File: config.mk
export PLATFORM = sky130hd
export DESIGN_NAME = line_buf_pingpong
export DESIGN_NICKNAME = d
export VERILOG_FILES = /design/src/rtl/line_buf_pkg.sv /design/src/rtl/line_buf_bank.sv /design/src/rtl/line_buf_pingpong.sv
export SDC_FILE = /design/constraint.sdc
export NUM_CORES = 2
export LEC_CHECK = 0
export ABC_AREA = 0
export CORE_MARGIN = 2
export CORE_UTILIZATION = 42
export DETAILED_ROUTE_END_ITERATION = 10
export SLEW_MARGIN = 20
export SYNTH_ARGS = -nofsm -noshare
export SYNTH_HDL_FRONTEND = slang
export SYNTH_SLANG_ARGS = --single-unit
File: constraint.sdc
create_clock -name clk -period 67.1 [get_ports clk]
set_clock_uncertainty 0.05 [all_clocks]
set_input_delay 13.42 -clock clk [delete_from_list [all_inputs] [get_ports clk]]
set_output_delay 13.42 -clock clk [all_outputs]
set_load 0.02 [all_outputs]
File: src/rtl/line_buf_pkg.sv
// Shared types and defaults for the double-buffered line memory.
package line_buf_pkg;

  localparam int unsigned LB_WIDTH = 1;
  localparam int unsigned LB_DEPTH = 480;

  typedef enum logic [1:0] {INIT, IDLE, CLEAR} lb_state_t;

  // Range check done at 32 bits so it stays meaningful when DEPTH is a power of two.
  function automatic logic addr_in_range(input int unsigned addr, input int unsigned depth);
    return addr < depth;
  endfunction

endpackage

File: src/rtl/line_buf_bank.sv
// One line bank: single synchronous write port, every entry exposed in parallel.
module line_buf_bank
  import line_buf_pkg::*;
#(
  parameter int unsigned WIDTH = LB_WIDTH,
  parameter int unsigned DEPTH = LB_DEPTH,
  localparam int unsigned ADDR_W = $clog2(DEPTH)
) (
  input  logic                   clk,
  input  logic                   we,
  input  logic [ADDR_W-1:0]      addr,
  input  logic [WIDTH-1:0]       data,
  output logic [DEPTH*WIDTH-1:0] line_flat
);

  logic [WIDTH-1:0] mem_q [DEPTH];

  // Storage is deliberately unreset; the top's INIT sweep zeroes it.
  always_ff @(posedge clk) begin
    if (we) begin
      mem_q[addr] <= data;
    end
  end

  for (genvar i = 0; i < int'(DEPTH); i++) begin : g_flat
    assign line_flat[i*WIDTH +: WIDTH] = mem_q[i];
  end

endmodule

File: src/rtl/line_buf_pingpong.sv
// Ping-pong line memory: front bank shown in parallel, back bank written by the
// producer, roles exchanged on swap, plus a sequential clear engine.
module line_buf_pingpong
  import line_buf_pkg::*;
#(
  parameter int unsigned WIDTH = LB_WIDTH,
  parameter int unsigned DEPTH = LB_DEPTH,
  localparam int unsigned ADDR_W = $clog2(DEPTH)
) (
  input  logic              clk,
  input  logic              rst,
  input  logic              wr_en,
  input  logic [ADDR_W-1:0] wr_addr,
  input  logic [WIDTH-1:0]  wr_data,
  output logic              wr_err,
  input  logic [ADDR_W-1:0] rd_addr,
  output logic [WIDTH-1:0]  rd_data,
  output logic [WIDTH-1:0]  line_out [DEPTH],
  input  logic              swap,
  output logic              bank_sel,
  input  logic              clr_req,
  output logic              clr_busy
);

  localparam logic [ADDR_W-1:0] LAST_PTR = ADDR_W'(DEPTH - 1);

  lb_state_t         state_q, state_d;
  logic [ADDR_W-1:0] clr_ptr_q, clr_ptr_d;
  logic              bank_sel_q, bank_sel_d;
  logic              swap_pend_q, swap_pend_d;
  logic              clr_busy_q, clr_busy_d;
  logic              wr_err_q, wr_err_d;
  logic [WIDTH-1:0]  rd_data_q, rd_data_d;

  logic                   we0, we1;
  logic [ADDR_W-1:0]      bank_addr;
  logic [WIDTH-1:0]       bank_data;
  logic [DEPTH*WIDTH-1:0] bank0_flat, bank1_flat;
  logic                   wr_ok, rd_ok;

  assign wr_ok = addr_in_range(32'(wr_addr), DEPTH);
  assign rd_ok = addr_in_range(32'(rd_addr), DEPTH);

  line_buf_bank #(.WIDTH(WIDTH), .DEPTH(DEPTH)) u_bank0 (
    .clk       (clk),
    .we        (we0),
    .addr      (bank_addr),
    .data      (bank_data),
    .line_flat (bank0_flat)
  );

  line_buf_bank #(.WIDTH(WIDTH), .DEPTH(DEPTH)) u_bank1 (
    .clk       (clk),
    .we        (we1),
    .addr      (bank_addr),
    .data      (bank_data),
    .line_flat (bank1_flat)
  );

  for (genvar i = 0; i < int'(DEPTH); i++) begin : g_line
    assign line_out[i] = bank_sel_q ? bank1_flat[i*WIDTH +: WIDTH]
                                    : bank0_flat[i*WIDTH +: WIDTH];
  end

  // Bank write mux: INIT zeroes both banks, CLEAR zeroes back, IDLE takes producer writes.
  always_comb begin
    we0       = 1'b0;
    we1       = 1'b0;
    bank_addr = clr_ptr_q;
    bank_data = '0;
    case (state_q)
      INIT: begin
        we0 = 1'b1;
        we1 = 1'b1;
      end
      CLEAR: begin
        we0 = bank_sel_q;
        we1 = ~bank_sel_q;
      end
      IDLE: begin
        if (wr_en && wr_ok) begin
          we0       = bank_sel_q;
          we1       = ~bank_sel_q;
          bank_addr = wr_addr;
          bank_data = wr_data;
        end
      end
      default: ;
    endcase
  end

  // Next-state: clear sequencing, swap handling, read register and error pulse.
  always_comb begin
    state_d     = state_q;
    clr_ptr_d   = clr_ptr_q;
    bank_sel_d  = bank_sel_q;
    swap_pend_d = swap_pend_q;
    clr_busy_d  = clr_busy_q;
    wr_err_d    = wr_en && ((state_q != IDLE) || !wr_ok);
    rd_data_d   = rd_ok ? line_out[rd_addr] : '0;
    case (state_q)
      INIT, CLEAR: begin
        swap_pend_d = swap_pend_q | swap;
        if (clr_ptr_q == LAST_PTR) begin
          state_d    = IDLE;
          clr_ptr_d  = '0;
          clr_busy_d = 1'b0;
        end else begin
          clr_ptr_d = clr_ptr_q + ADDR_W'(1);
        end
      end
      IDLE: begin
        // A swap deferred by a clear lands on the first idle edge; repeats collapse.
        if (swap || swap_pend_q) begin
          bank_sel_d  = ~bank_sel_q;
          swap_pend_d = 1'b0;
        end
        if (clr_req) begin
          state_d    = CLEAR;
          clr_ptr_d  = '0;
          clr_busy_d = 1'b1;
        end
      end
      default: begin
        state_d    = INIT;
        clr_ptr_d  = '0;
        clr_busy_d = 1'b1;
      end
    endcase
  end

  always_ff @(posedge clk or negedge rst) begin
    if (!rst) begin
      state_q     <= INIT;
      clr_ptr_q   <= '0;
      bank_sel_q  <= 1'b0;
      swap_pend_q <= 1'b0;
      clr_busy_q  <= 1'b1;
      wr_err_q    <= 1'b0;
      rd_data_q   <= '0;
    end else begin
      state_q     <= state_d;
      clr_ptr_q   <= clr_ptr_d;
      bank_sel_q  <= bank_sel_d;
      swap_pend_q <= swap_pend_d;
      clr_busy_q  <= clr_busy_d;
      wr_err_q    <= wr_err_d;
      rd_data_q   <= rd_data_d;
    end
  end

  assign wr_err   = wr_err_q;
  assign rd_data  = rd_data_q;
  assign bank_sel = bank_sel_q;
  assign clr_busy = clr_busy_q;

endmodule

Yosys cells after proc, flatten, opt, wreduce, memory -nomap -nowiden
Memories as Yosys holds them, arrays and structs flattened. Cells that the tools add are included.

Add/sub/neg operators: 1. Order comparisons: 3. Equal/unequal tests: 7. Muxes and demuxes: 507. Bitwise operators: 3. Reductions and logical operators: 11.

Operators by type and width (number): $mux 1 (494); $mux 9 (4); $lt 9x9->1 const B (2); $pmux 9 s2 (1); $ge 10x10->1 const B (1); $not 9->10 (1); $add 9x1->9 const B (1); $bmux 1 s9 (1); $eq 9x9->1 const B (1); $ne 2x2->1 const B (3); $pmux 1 s3 (2); $reduce_and 2->1 (3); $mux 2 (2); $pmux 1 s2 (2); $pmux 2 s2 (1); $eq 2x1->1 const B (1); $eq 2x2->1 const B (1); $logic_and 1x1->1 (2); $logic_not 2->1 (1); $logic_or 1x1->1 (2); $ne 2x1->1 const B (1); $reduce_bool 2->1 (1); $reduce_or 2->1 (1); $logic_not 1->1 (1); other kinds (2) (2).

Register bits after elaboration: 16. Memory bits (writable): 960. Input bits: 24. Output and inout bits: 484. Memories: 2.

Memory list: u_bank0.mem_q (depth 480, bits a word 1, read ports 480, clocked after memory_dff 0, write ports 1, RTL line line_buf_bank.sv:16) `logic [WIDTH-1:0] mem_q [DEPTH];`; u_bank1.mem_q (depth 480, bits a word 1, read ports 480, clocked after memory_dff 0, write ports 1, RTL line line_buf_bank.sv:16).

Longest topological paths before layout
Word-level depth: 6. Mapped depth: 13.

Hierarchy
From an unflattened synthesis, not the netlist that was laid out.

Cell total of the unflattened synthesis: 4576. Area total of the unflattened synthesis: 57853.0 µm².

By module, submodules not included: line_buf_bank (instances 2, cells an instance 1668, area each 22323.9 µm², seq. area each 14413.8 µm²); line_buf_pingpong (instances 1, cells an instance 1240, area each 13205.2 µm², seq. area each 401.6 µm²).

Least setup slack after synthesis
No wires, ideal clock.

Path kind: input to register. Start: input wr_addr[5]. End: memory u_bank0.mem_q[0] in the netlist's numbering, data pin. Library setup time: 4669 ps. Arrival time: 36024 ps. Slack: 26357 ps. Stages on the path: 4. Buffers on the path: 1. Cells stage by stage: nand4_1 -> nand3_1 -> clkbuf_1 -> nor2_1.

Word-level cells in the longest chain between the ends: 4.

RTL lines: start: declaration (RTL line line_buf_pingpong.sv:13) `input logic [ADDR_W-1:0] wr_addr,`; $lt 9x9->1 (RTL line line_buf_pkg.sv:11) `return addr < depth;`; $logic_and 1x1->1 (RTL line line_buf_pingpong.sv:81) `if (wr_en && wr_ok) begin`; $mux 1 (RTL line line_buf_pingpong.sv:81); $mux 1 (RTL line line_buf_pingpong.sv:71) `case (state_q)`; net bank_data (RTL line line_buf_pingpong.sv:37) `logic [WIDTH-1:0] bank_data;`; end: declaration (RTL line line_buf_bank.sv:16).

The timed path passes the listed nets, and every way through them passes these cells.

Worst setup path in the final report
Start: input wr_addr[5]. End: memory u_bank0.mem_q[74] in the netlist's numbering, data pin.

Same word-level chain as after synthesis.

==> impl_metrics.toml <==
[worst_setup_path]
cp_num_buf_inv = 6
r2r_cells = 8
critPathLaunchType = "input pin"
regToRegSetupSlack_ps = 61320
cpMostUsedCell = "buf_4"
cp_cell_sequence = "clkdlybuf4s50_1 -> nand4_1 -> nand3_1 -> buf_4 -> nor2_4 -> buf_4 -> buf_4 -> buf_4 -> buf_4"
r2r-end = "u_bank0.mem_q[74]"
cpLargestDelayFamily = "buffers and inverters"
worstSetupPathDepth = 9
arrival_ps = 18600
worstPathRequired_ps = 67420
cp-startpoint = "wr_addr[5]"
crit_slowest_cell = "buf_4"
r2r_start = "state_q[0]"
critical_path_class = "in2reg"
crit_path_max_incr_delay_ps = 910
crit_end = "u_bank0.mem_q[74]"
crit_fanout = 111
cp-end-kind = "flip-flop"

[sta]
max_freq_mhz = 54.7
hold_violations = 0
slew_violations = 0
setup_viol = 0
period_needed_ps = 18280
final.setup.tns_ps = 0
fin_crit_sh_pct = 27.2
rsz0062_at_grt = "false"
worst_pin_slew_ps = 1360
whs_ps = 460
max-slew-margin-rel_pct = 9.51
fin_ws_ps = 48820

[die]
die_area_sq_um = 113000
io_pins = 508
start_util_pct = 42.4
placeableCoreArea_sq_um = 109000
fp.dieH_microns = 335
rows = 121
die_w_microns = 335

[clock_tree]
cts_buffers = 105
ctsResizeCount = 0
post_cts_buffers = 0
h-tree-depth = 3
cts_root_buf = "clkbuf_16"
clkTransAtPathRegs_ps = 60
cts_tree = "built"
cts_hold_buf = 0
cts.sinks = 976
insertion_delay_ps = 680
cts_buffer_depth = 3

[drt]
totalWireLength_microns = 176000
drt_iter0_drc = 4176
viasPerCell = 6.02
wl_per_cell_microns = 33.1
ant_nets = 0
drc_errors = 0
first_pass_iters = 5
via_count = 32000

[logic_synthesis]
synth_nets = 3486
synth_edf_count = 960
async_flop_share_pct = 1.64
synth_cell_types = 71
synth.largest_area_cell = "edfxtp_1"
syn_inst = 3461
synth_warnings = 0
ys.flop_type = "edfxtp_1"
synth.most_common_cell = "nor2_1"
ys_top_cells_by_area = "edfxtp_1, mux2_2, nor2_1, mux4_2, mux2i_1"
synth_common_cells = "nor2_1, edfxtp_1, mux2_2"
syn_area_sq_um = 46100
yosysTopAreaCellShare_pct = 62.5
ys_seq_area_share_pct = 63.3
syn_area_per_cell_sq_um = 13.3
ys_ff_latch = 976

[place]
numPortBuffers = 507
dp.final_hpwl_microns = 109000
gp_congestion = 0.836
pre_cts_ws_ps = 48290

[global_routing]
grt_max_degree = 145
grt_pass1_vias = 30500
grt-ovfl-total = 0
antenna_found_initial = 5
grt_pass1_wl_microns = 239000
grtUsageTotal_pct = 30.6

[finish]
syn2layout_area_growth_pct = 20.1
fin_nets = 3852
drive_gt1_share_pct = 22.8

[run]
drv_cap = 0

[run_status]
outcome = "complete, no violations"

[worst_hold_path]
min_path_type = "reg2reg"
hold_path_depth = 2

[power_and_ir_drop]
p_per_area_nw_per_um2 = 22.2
leakagePower_nw = 14.5
peakVddDrop_v = 0.0000199
-- layer usage --
layer | track usage, % | wire length (microns) | up-vias
li1 | - | - | 13300
met1 | 42.4 | 70500 | 16700
met5 | 0 | 13 | -
met2 | 49.0 | 83500 | 1788
met4 | 10.0 | 5580 | 2
met3 | 5.46 | 16400 | 251
-- final cells by class --
| cell class | count | area, sq um |
|---|---|---|
| tap | 1414 | 1770 |
| clock inverter | 54 | 387 |
| fill | 9469 | 53400 |
| inverter | 17 | 63.8 |
| antenna | 3 | 7.51 |
| multi-input combinational | 2157 | 15600 |
| clock buffer | 129 | 2770 |
| sequential | 976 | 29200 |
| timing repair buffer | 570 | 5570 |
-- logic make-up (layout without fill, tap and decap cells) --
logic type	after synthesis	count (layout)	synth area share [%]
other	0	3	0
AND/OR/NAND/NOR	1258	1258	10.7
AO/OA/AOI/OAI	195	195	3.18
multiplexers	700	700	19.3
buffers and inverters	328	770	3.36
XOR/XNOR	3	3	0.0569
adder cells (fa/ha/maj)	1	1	0.0271
flip-flops	976	976	63.3
-- report_power, final --
group	internal (mW)	switching [mW]
Combinational	0.00808	0.0175
Clock	0.309	0.238
Sequential	0.659	0.000289
-- layout by cell type (no fill, tap or decap), types with 11 or more instances in the layout --
| master | n |
|---|---|
| nand2_1 | 52 |
| mux4_2 | 97 |
| nor2_1 | 1056 |
| a21oi_1 | 25 |
| mux2_2 | 511 |
| mux2i_1 | 87 |
| nor3_1 | 13 |
| dfrtp_1 | 14 |
| clkdlybuf4s50_1 | 504 |
| clkbuf_16 | 106 |
| clkbuf_1 | 20 |
| clkinv_2 | 21 |
| nand2b_1 | 18 |
| o21ai_0 | 22 |
| nand3_1 | 15 |
| a22oi_1 | 11 |
| nand2_2 | 37 |
| o211ai_1 | 16 |
| nand2_4 | 17 |
| clkinv_1 | 27 |
| inv_1 | 12 |
| edfxtp_1 | 960 |
| buf_4 | 61 |
| a221oi_1 | 12 |
-- stage by stage --
step / total power, mW / std cells / instance area [sq um] / util (%)
after floorplan: 0.685 / 3461 / 46100 / -
after global placement: 0.697 / 5133 / 52200 / 47.9
after detailed placement: 0.697 / 5133 / 52200 / 48.0
after CTS: 1.24 / 5316 / 55400 / 50.9
after global routing: 1.26 / 5318 / 55400 / 50.9
final: 1.23 / 5320 / 55400 / 50.9
-- tightest hold or removal path: stages, from the launching register on --
cell	delay [ps]
dfstp_2	380
o21ai_0	70
nand2_1	60
-- how the worst min path moves through the flow --
stage	startpoint	slack, ps	endpoint
floorplan	swap_pend_q	420	swap_pend_q
global placement	clr_busy	440	clr_busy
detailed placement	clr_busy	440	clr_busy
CTS	clr_busy	470	clr_busy
global route	clr_busy	480	clr_busy
finish	clr_busy	460	clr_busy
-- registers in the layout, summed over array words and instances, names as in the netlist --
| register | count |
|---|---|
| clr_busy | 1 |
| u_bank1.mem_q | 480 |
| clr_ptr_q | 9 |
| wr_err | 1 |
| state_q | 2 |
| bank_sel | 1 |
| swap_pend_q | 1 |
| rd_data | 1 |
| u_bank0.mem_q | 480 |
Power figures use the tool's default switching activity.
